**config.mk**
```make
export PLATFORM = sky130hd
export DESIGN_NAME = dbg_dump_ctrl_flat
export DESIGN_NICKNAME = d
export VERILOG_FILES = /design/src/rtl/dbg_pkg.sv /design/src/rtl/dbg_dump_ctrl_if.sv /design/src/rtl/dbg_byte_ser.sv /design/src/rtl/dbg_dump_ctrl.sv /design/src/flat_wrapper.sv
export SDC_FILE = /design/constraint.sdc
export NUM_CORES = 1
export LEC_CHECK = 0
export ABC_AREA = 1
export BUFFER_PORTS_ARGS = -buffer_cell sky130_fd_sc_hd__buf_2
export CAP_MARGIN = 20
export CORE_ASPECT_RATIO = 1.75
export CORE_MARGIN = 1
export CORE_UTILIZATION = 54
export CTS_CLUSTER_DIAMETER = 200
export DETAILED_ROUTE_END_ITERATION = 12
export PLACE_DENSITY = 0.8
export SLEW_MARGIN = 30
export SYNTH_ARGS = -nofsm -noshare
export SYNTH_HDL_FRONTEND = slang
export SYNTH_SLANG_ARGS = --single-unit
```
**constraint.sdc**
```tcl
create_clock -name clk -period 2.7 [get_ports clk]
set_clock_uncertainty 0.1 [all_clocks]
set_input_delay 0.54 -clock clk [delete_from_list [all_inputs] [get_ports clk]]
set_output_delay 0.54 -clock clk [all_outputs]
set_load 0.005 [all_outputs]
```
**src/rtl/dbg_pkg.sv**
```systemverilog
// dbg_pkg: shared definitions for the debug dump engine.
//   - state_e      : dump controller FSM states
//   - REGION_*     : debug region codes carried in chk_addr[19:16]
//   - BYTE_ORDER_LE: serialisation order (1 = byte 0 / bits 7:0 first)
//   - NBYTES/IDX_W : bytes per serialised word and byte-index width
//   - pick_byte    : selects one byte of a serialiser word
// Optional build macro: DBG_DUMP_ADDR_HDR_EN (prefix each word with its
// 4-byte address, giving 8 bytes per word).
package dbg_pkg;

  typedef enum logic [2:0] {
    ST_IDLE,
    ST_SETTLE,
    ST_LATCH,
    ST_SEND,
    ST_NEXT,
    ST_FIN
  } state_e;

  localparam logic [3:0] REGION_CPU_INFO = 4'h0;
  localparam logic [3:0] REGION_RF       = 4'h1;
  localparam logic [3:0] REGION_UPM      = 4'h2;
  localparam logic [3:0] REGION_IPM      = 4'h3;
  localparam logic [3:0] REGION_UDM      = 4'h4;
  localparam logic [3:0] REGION_USTACK   = 4'h5;

  localparam bit BYTE_ORDER_LE = 1'b1;

`ifdef DBG_DUMP_ADDR_HDR_EN
  localparam int NBYTES = 8;
  localparam int IDX_W  = 3;
`else
  localparam int NBYTES = 4;
  localparam int IDX_W  = 2;
`endif
  localparam int SER_W = NBYTES * 8;

  function automatic logic [7:0] pick_byte(input logic [SER_W-1:0] w,
                                           input logic [IDX_W-1:0] idx);
    logic [IDX_W-1:0] sel;
    sel = BYTE_ORDER_LE ? idx : (IDX_W'(NBYTES - 1) - idx);
    return w[8*sel +: 8];
  endfunction

endpackage

```
**src/rtl/dbg_dump_ctrl_if.sv**
```systemverilog
// dbg_dump_ctrl_if: bundles the command, debug-mux and UART TX signals of the
// dump engine.
//   command : start, base_addr, word_cnt, abort -> engine; busy, done <- engine
//   debug   : chk_addr <- engine; chk_data -> engine (combinational mux reply)
//   uart tx : tx_data, tx_valid <- engine; tx_ready -> engine
// master = the dump engine, slave = its surroundings (decoder, mux, UART).
interface dbg_dump_ctrl_if #(parameter int CNT_W = 16);

  logic             start;
  logic [31:0]      base_addr;
  logic [CNT_W-1:0] word_cnt;
  logic             abort;
  logic             busy;
  logic             done;
  logic [31:0]      chk_addr;
  logic [31:0]      chk_data;
  logic [7:0]       tx_data;
  logic             tx_valid;
  logic             tx_ready;

  modport master (
    input  start, base_addr, word_cnt, abort, chk_data, tx_ready,
    output busy, done, chk_addr, tx_data, tx_valid
  );

  modport slave (
    output start, base_addr, word_cnt, abort, chk_data, tx_ready,
    input  busy, done, chk_addr, tx_data, tx_valid
  );

endinterface

```
**src/rtl/dbg_byte_ser.sv**
```systemverilog
// dbg_byte_ser: holds one word and emits it byte by byte over valid/ready.
// Ports:
//   clk, rst     : clock, synchronous active-high reset
//   load_i       : capture word_i and start emitting from byte 0
//   word_i       : word to serialise (SER_W bits)
//   stop_i       : end the word after the byte currently being transferred
//   tx_ready_i   : downstream ready
//   tx_data_o    : current byte (0 while idle)
//   tx_valid_o   : byte valid; only falls after a transfer (or on reset)
//   xfer_o       : a byte transfers this cycle
//   last_byte_o  : the presented byte is the final one of the word
// Width follows DBG_DUMP_ADDR_HDR_EN through dbg_pkg.
module dbg_byte_ser
  import dbg_pkg::*;
(
  input  logic             clk,
  input  logic             rst,
  input  logic             load_i,
  input  logic [SER_W-1:0] word_i,
  input  logic             stop_i,
  input  logic             tx_ready_i,
  output logic [7:0]       tx_data_o,
  output logic             tx_valid_o,
  output logic             xfer_o,
  output logic             last_byte_o
);

  logic [SER_W-1:0] word_q, word_d;
  logic [IDX_W-1:0] idx_q, idx_d;
  logic             vld_q, vld_d;

  assign xfer_o      = vld_q & tx_ready_i;
  assign last_byte_o = (idx_q == IDX_W'(NBYTES - 1));
  assign tx_valid_o  = vld_q;
  assign tx_data_o   = vld_q ? pick_byte(word_q, idx_q) : 8'h00;

  always_comb begin
    word_d = word_q;
    idx_d  = idx_q;
    vld_d  = vld_q;
    if (load_i) begin
      word_d = word_i;
      idx_d  = '0;
      vld_d  = 1'b1;
    end else if (xfer_o) begin
      idx_d = idx_q + IDX_W'(1);
      if (last_byte_o || stop_i) vld_d = 1'b0;
    end
  end

  always_ff @(posedge clk) begin
    if (rst) begin
      idx_q <= '0;
      vld_q <= 1'b0;
    end else begin
      idx_q <= idx_d;
      vld_q <= vld_d;
    end
  end

  // Data holding register: never observed while vld_q is low, so no reset.
  always_ff @(posedge clk) begin
    word_q <= word_d;
  end

endmodule

```
**src/rtl/dbg_dump_ctrl.sv**
```systemverilog
// dbg_dump_ctrl: autonomous debug dump engine. Walks base_addr ..
// base_addr+word_cnt-1 on chk_addr, holds each address SETTLE_CYCLES cycles,
// latches chk_data and streams it little-endian to a UART TX.
// Ports: clk, rst (sync, active-high) plus interface bus (master modport):
//   start/base_addr/word_cnt/abort in, busy/done out,
//   chk_addr out / chk_data in, tx_data/tx_valid out / tx_ready in.
// Parameters: SETTLE_CYCLES (1..15), CNT_W (word-count width).
// Build macro DBG_DUMP_ADDR_HDR_EN: each word is preceded by its 4 address
// bytes (little-endian), captured together with the data in LATCH.
module dbg_dump_ctrl
  import dbg_pkg::*;
#(
  parameter int SETTLE_CYCLES = 1,
  parameter int CNT_W         = 16
)
(
  input  logic       clk,
  input  logic       rst,
  dbg_dump_ctrl_if.master bus
);

  state_e           state_q, state_d;
  logic [CNT_W-1:0] cnt_q, cnt_d;
  logic [31:0]      addr_q, addr_d;
  logic [3:0]       settle_q, settle_d;
  logic             abort_q, abort_d;

  logic             abort_now;
  logic             ser_load;
  logic             ser_xfer;
  logic             ser_last;
  logic [SER_W-1:0] ser_word;

  // abort is a level but may drop before the pending byte transfers, so it is
  // remembered for the rest of the dump.
  assign abort_now = bus.abort | abort_q;

`ifdef DBG_DUMP_ADDR_HDR_EN
  assign ser_word = {bus.chk_data, addr_q};
`else
  assign ser_word = bus.chk_data;
`endif

  always_comb begin
    state_d  = state_q;
    cnt_d    = cnt_q;
    addr_d   = addr_q;
    settle_d = settle_q;
    abort_d  = 1'b0;
    ser_load = 1'b0;
    unique case (state_q)
      ST_IDLE: begin
        // abort in the start cycle is ignored: abort_d stays low here.
        if (bus.start) begin
          addr_d   = bus.base_addr;
          cnt_d    = bus.word_cnt;
          settle_d = '0;
          state_d  = (bus.word_cnt == '0) ? ST_FIN : ST_SETTLE;
        end
      end
      ST_SETTLE: begin
        abort_d = abort_now;
        if (abort_now) begin
          state_d = ST_IDLE;
        end else if (settle_q == 4'(SETTLE_CYCLES - 1)) begin
          state_d = ST_LATCH;
        end else begin
          settle_d = settle_q + 4'd1;
        end
      end
      ST_LATCH: begin
        abort_d = abort_now;
        if (abort_now) begin
          state_d = ST_IDLE;
        end else begin
          ser_load = 1'b1;
          state_d  = ST_SEND;
        end
      end
      ST_SEND: begin
        abort_d = abort_now;
        if (ser_xfer) begin
          if (abort_now)     state_d = ST_IDLE;
          else if (ser_last) state_d = ST_NEXT;
        end
      end
      ST_NEXT: begin
        abort_d  = abort_now;
        cnt_d    = cnt_q - CNT_W'(1);
        settle_d = '0;
        // The final word leaves chk_addr on its own address.
        if (cnt_q != CNT_W'(1)) addr_d = addr_q + 32'd1;
        if (abort_now)                  state_d = ST_IDLE;
        else if (cnt_q == CNT_W'(1))    state_d = ST_FIN;
        else                            state_d = ST_SETTLE;
      end
      ST_FIN: begin
        state_d = ST_IDLE;
      end
      default: begin
        state_d = ST_IDLE;
      end
    endcase
  end

  always_ff @(posedge clk) begin
    if (rst) begin
      state_q  <= ST_IDLE;
      cnt_q    <= '0;
      addr_q   <= '0;
      settle_q <= '0;
      abort_q  <= 1'b0;
    end else begin
      state_q  <= state_d;
      cnt_q    <= cnt_d;
      addr_q   <= addr_d;
      settle_q <= settle_d;
      abort_q  <= abort_d;
    end
  end

  assign bus.busy     = (state_q == ST_SETTLE) || (state_q == ST_LATCH) ||
                        (state_q == ST_SEND)   || (state_q == ST_NEXT);
  assign bus.done     = (state_q == ST_FIN);
  assign bus.chk_addr = addr_q;

  dbg_byte_ser u_ser (
    .clk         (clk),
    .rst         (rst),
    .load_i      (ser_load),
    .word_i      (ser_word),
    .stop_i      (abort_now),
    .tx_ready_i  (bus.tx_ready),
    .tx_data_o   (bus.tx_data),
    .tx_valid_o  (bus.tx_valid),
    .xfer_o      (ser_xfer),
    .last_byte_o (ser_last)
  );

endmodule

```
**src/flat_wrapper.sv**
```systemverilog
// flat-port wrapper written by rule: the top's interface ports become plain ports
module dbg_dump_ctrl_flat import dbg_pkg::*;
#(
  parameter int SETTLE_CYCLES = 1,
  parameter int CNT_W         = 16
)
  (clk, rst, bus_start, bus_base_addr, bus_word_cnt, bus_abort, bus_chk_data, bus_tx_ready, bus_busy, bus_done, bus_chk_addr, bus_tx_data, bus_tx_valid);
  dbg_dump_ctrl_if #(.CNT_W(CNT_W)) bus_i ();
  input  logic clk;
  input  logic rst;
  input wire logic [$bits(bus_i.start)-1:0] bus_start;
  input wire logic [$bits(bus_i.base_addr)-1:0] bus_base_addr;
  input wire logic [$bits(bus_i.word_cnt)-1:0] bus_word_cnt;
  input wire logic [$bits(bus_i.abort)-1:0] bus_abort;
  input wire logic [$bits(bus_i.chk_data)-1:0] bus_chk_data;
  input wire logic [$bits(bus_i.tx_ready)-1:0] bus_tx_ready;
  output wire logic [$bits(bus_i.busy)-1:0] bus_busy;
  output wire logic [$bits(bus_i.done)-1:0] bus_done;
  output wire logic [$bits(bus_i.chk_addr)-1:0] bus_chk_addr;
  output wire logic [$bits(bus_i.tx_data)-1:0] bus_tx_data;
  output wire logic [$bits(bus_i.tx_valid)-1:0] bus_tx_valid;
  assign bus_i.start = bus_start;
  assign bus_i.base_addr = bus_base_addr;
  assign bus_i.word_cnt = bus_word_cnt;
  assign bus_i.abort = bus_abort;
  assign bus_i.chk_data = bus_chk_data;
  assign bus_i.tx_ready = bus_tx_ready;
  assign bus_busy = bus_i.busy;
  assign bus_done = bus_i.done;
  assign bus_chk_addr = bus_i.chk_addr;
  assign bus_tx_data = bus_i.tx_data;
  assign bus_tx_valid = bus_i.tx_valid;
  dbg_dump_ctrl #(.SETTLE_CYCLES(SETTLE_CYCLES), .CNT_W(CNT_W)) u_core (.clk(clk), .rst(rst), .bus(bus_i));
endmodule
```
==> flow_metrics.tcl <==
set metrics [dict create \
    crit_path_top_delay_cell "dfxtp_1" \
    drt_pass1_iterations 6 \
    vdd_drop_max_mv 0.805 \
    grt_usage_pct 30.3 \
    max_freq_ghz 0.420 \
    finalSetupTns_ns 0 \
    ant_nets 0 \
    clk_latency_ns 0.35 \
    cts-htree-levels 3 \
    grtUsageMet3_pct 5.85 \
    worstSetupPathDepth 5 \
    cts_setup_buffers 0 \
    gp_congestion 0.956 \
    via_per_inst 5.40 \
    grtUsageMet1_pct 33.5 \
    drtIter0Drc 385 \
    dpl_cell_area_um2 6090 \
    fp-row-count 47 \
    ff2ff_path_depth 8 \
    initial_utilization_pct 56.1 \
    drv_cap 0 \
    cts_sinks 91 \
    r2r_end "u_core.bus.chk_addr[2]" \
    placedCellCount 1023 \
    worstMarginPinSlew_ns 0.647 \
    setup_viol 0 \
    final_util_pct 67.0 \
    worstHoldEndpoint "u_core.u_ser.word_q[27]" \
    use_met2_pct 54.5 \
    seq_area_frac_synth_pct 39.8 \
    regToRegSetupSlack_ns 0.47 \
    grt_max_degree 60 \
    crit_required_ns 2.06 \
    dieWidth_um 77.5 \
    worstReg2RegStart "u_core.state_q[2]" \
    syn_avg_cell_area_um2 6.79 \
    slew_headroom_pct 56.5 \
    die_h_um 134 \
    netlist_instances 792 \
    ys_types 36 \
    grt_pass1_vias 5294 \
    clock_tree.root_cell "clkbuf_16" \
    arrival_ns 1.74 \
    final_area_um2 6420 \
    crit_path_end_kind "primary output" \
    yosys_warnings 0 \
    antenna_found_initial 1 \
    critPathMaxStageDelay_ns 0.58 \
    period_share_pct 88.2 \
    worstHoldStart "bus_chk_data[27]" \
    min_path_cells 1 \
    cts_buffers 9 \
    syn_nets 883 \
    core_um2 9590 \
    cp_cell_sequence "inv_1, nor2_1, o21ai_0, a21oi_1, buf_2" \
    cts_tree "done" \
    drc 0 \
    synth_top_cell_area_share_pct 22.0 \
    ys_top_cells_by_area "dfxtp_1 (22%), edfxtp_1 (18%), nand2_1 (14%)" \
    power_density_nw_per_um2 958 \
    nets 1003 \
    final.fill_count 891 \
    rsz0062_at_grt "no" \
    critPathBufInv 2 \
    fin_cells 1040 \
    critPathMaxFanout 11 \
    synth_area_um2 5380 \
    syn2layout_area_growth_pct 19.3 \
    num_vias 5618 \
    cpLargestDelayFamily "flip-flops" \
    ys_seq_elements 91 \
    cp-start-kind "flop" \
    grt_first_pass_wirelength_um 24600 \
    hold_class "primary input to flop" \
    fin_crit_ns 2.38 \
    ctsResizeCount 0 \
    crit_start "u_core.u_ser.idx_q[1]" \
    grt_overflow_total 0 \
    wl_per_cell_um 14.5 \
    slew_violations 0 \
    num_io_pins 128 \
    io_buffers 127 \
    dpl.hpwl_um 11100 \
    critPathKind "flop to primary output" \
    finalHoldViolations 0 \
    top_usage_layer "met2" \
    cts_buffer_depth 2 \
    holdBufCountCts 0 \
    dieArea_um2 10400 \
    drive_gt1_share_pct 21.0 \
    path_clk_slew_ns 0.07 \
    status "completed" \
    synth_largest_area_cell "dfxtp_1" \
    totalWireLength_um 15100 \
    p_leak_nw 2.63 \
]
## worst max-delay path by stage
stage,slack [ns],end
after floorplan,0.67,u_core.u_ser.word_q[0]
after global placement,0.58,u_core.bus.chk_addr[2]
after detailed placement,0.53,u_core.bus.chk_addr[2]
after CTS,0.33,bus_tx_data[2]
after global routing,0.19,bus_tx_data[2]
final,0.32,bus_tx_data[2]
## cell usage after synthesis (all sizes together)
cell type  instances
a21oi             56
a31oi              5
nor3              11
o21ai             73
nand2            199
clkbuf            11
nor4               2
dfxtp             59
nand3             49
o22ai              1
ha                 6
buf               15
nand4              8
edfxtp            32
nand3b             1
o211ai             4
xor2               5
inv               75
nor2             172
a211oi             2
o21bai             1
xnor2              4
o221ai             1
## through the flow
step	hold WS, ns	power (mW)	worst slack, ns
6_report	0.256	6.15	0.320
5_1_grt	0.246	6.61	0.195
4_1_cts	0.253	6.15	0.332
3_5_place_dp	0.399	4.75	0.525
3_3_place_gp	0.389	4.72	0.585
2_1_floorplan	0.354	4.02	0.666
## cell families (layout without fill, tap and decap cells)
logic type               after synthesis  in the layout  share of synthesized area (%)
AND/OR/NAND/NOR                      442            442                           34.6
other                                  0              1                              0
flip-flops                            91             91                           39.8
AO/OA/AOI/OAI                        143            143                           14.7
XOR/XNOR                               9              9                           1.47
adder cells (fa/ha/maj)                6              6                           1.40
buffers and inverters                101            226                           8.02
## placed cells by master (no fill, tap or decap), drive strengths merged, types with 11 or more instances in the layout
cell type	n
nand3	49
nand2	199
o21ai	73
dfxtp	59
a21oi	56
inv	77
nor2	172
nor3	11
edfxtp	32
buf	135
## state kept, by name, summed over array words and instances (netlist names)
register,cells
u_core.bus.chk_addr,32
u_core.u_ser.word_q,32
u_core.abort_q,1
u_core.cnt_q,16
u_core.u_ser.tx_valid_o,1
u_core.u_ser.idx_q,2
u_core.settle_q,4
u_core.state_q,3
## layout make-up
cell class	instances	area, µm²	area share, %
Clock inverter	6	96.3	1.50
Inverter	75	284	4.42
Antenna cell	1	2.50	0.0390
Clock buffer	10	229	3.57
Tap cell	122	153	2.38
Multi-Input combinational cell	600	2810	43.7
Timing Repair Buffer	135	708	11.0
Sequential cell	91	2140	33.4
## report_power, final
group	leakage (nW)	total (mW)	switching, mW	internal (mW)
Clock	0.155	1.38	0.557	0.823
Sequential	0.774	2.20	0.436	1.77
Combinational	1.70	2.57	1.65	0.917
Total	2.63	6.15	2.64	3.51
## layer usage
metal  routed length [µm]  vias up
met5                    0        -
met4                  513        0
met3                  739       46
met2                 8030      193
met1                 5830     2557
li1                     -     2822
(Power assumes the default switching activity.)
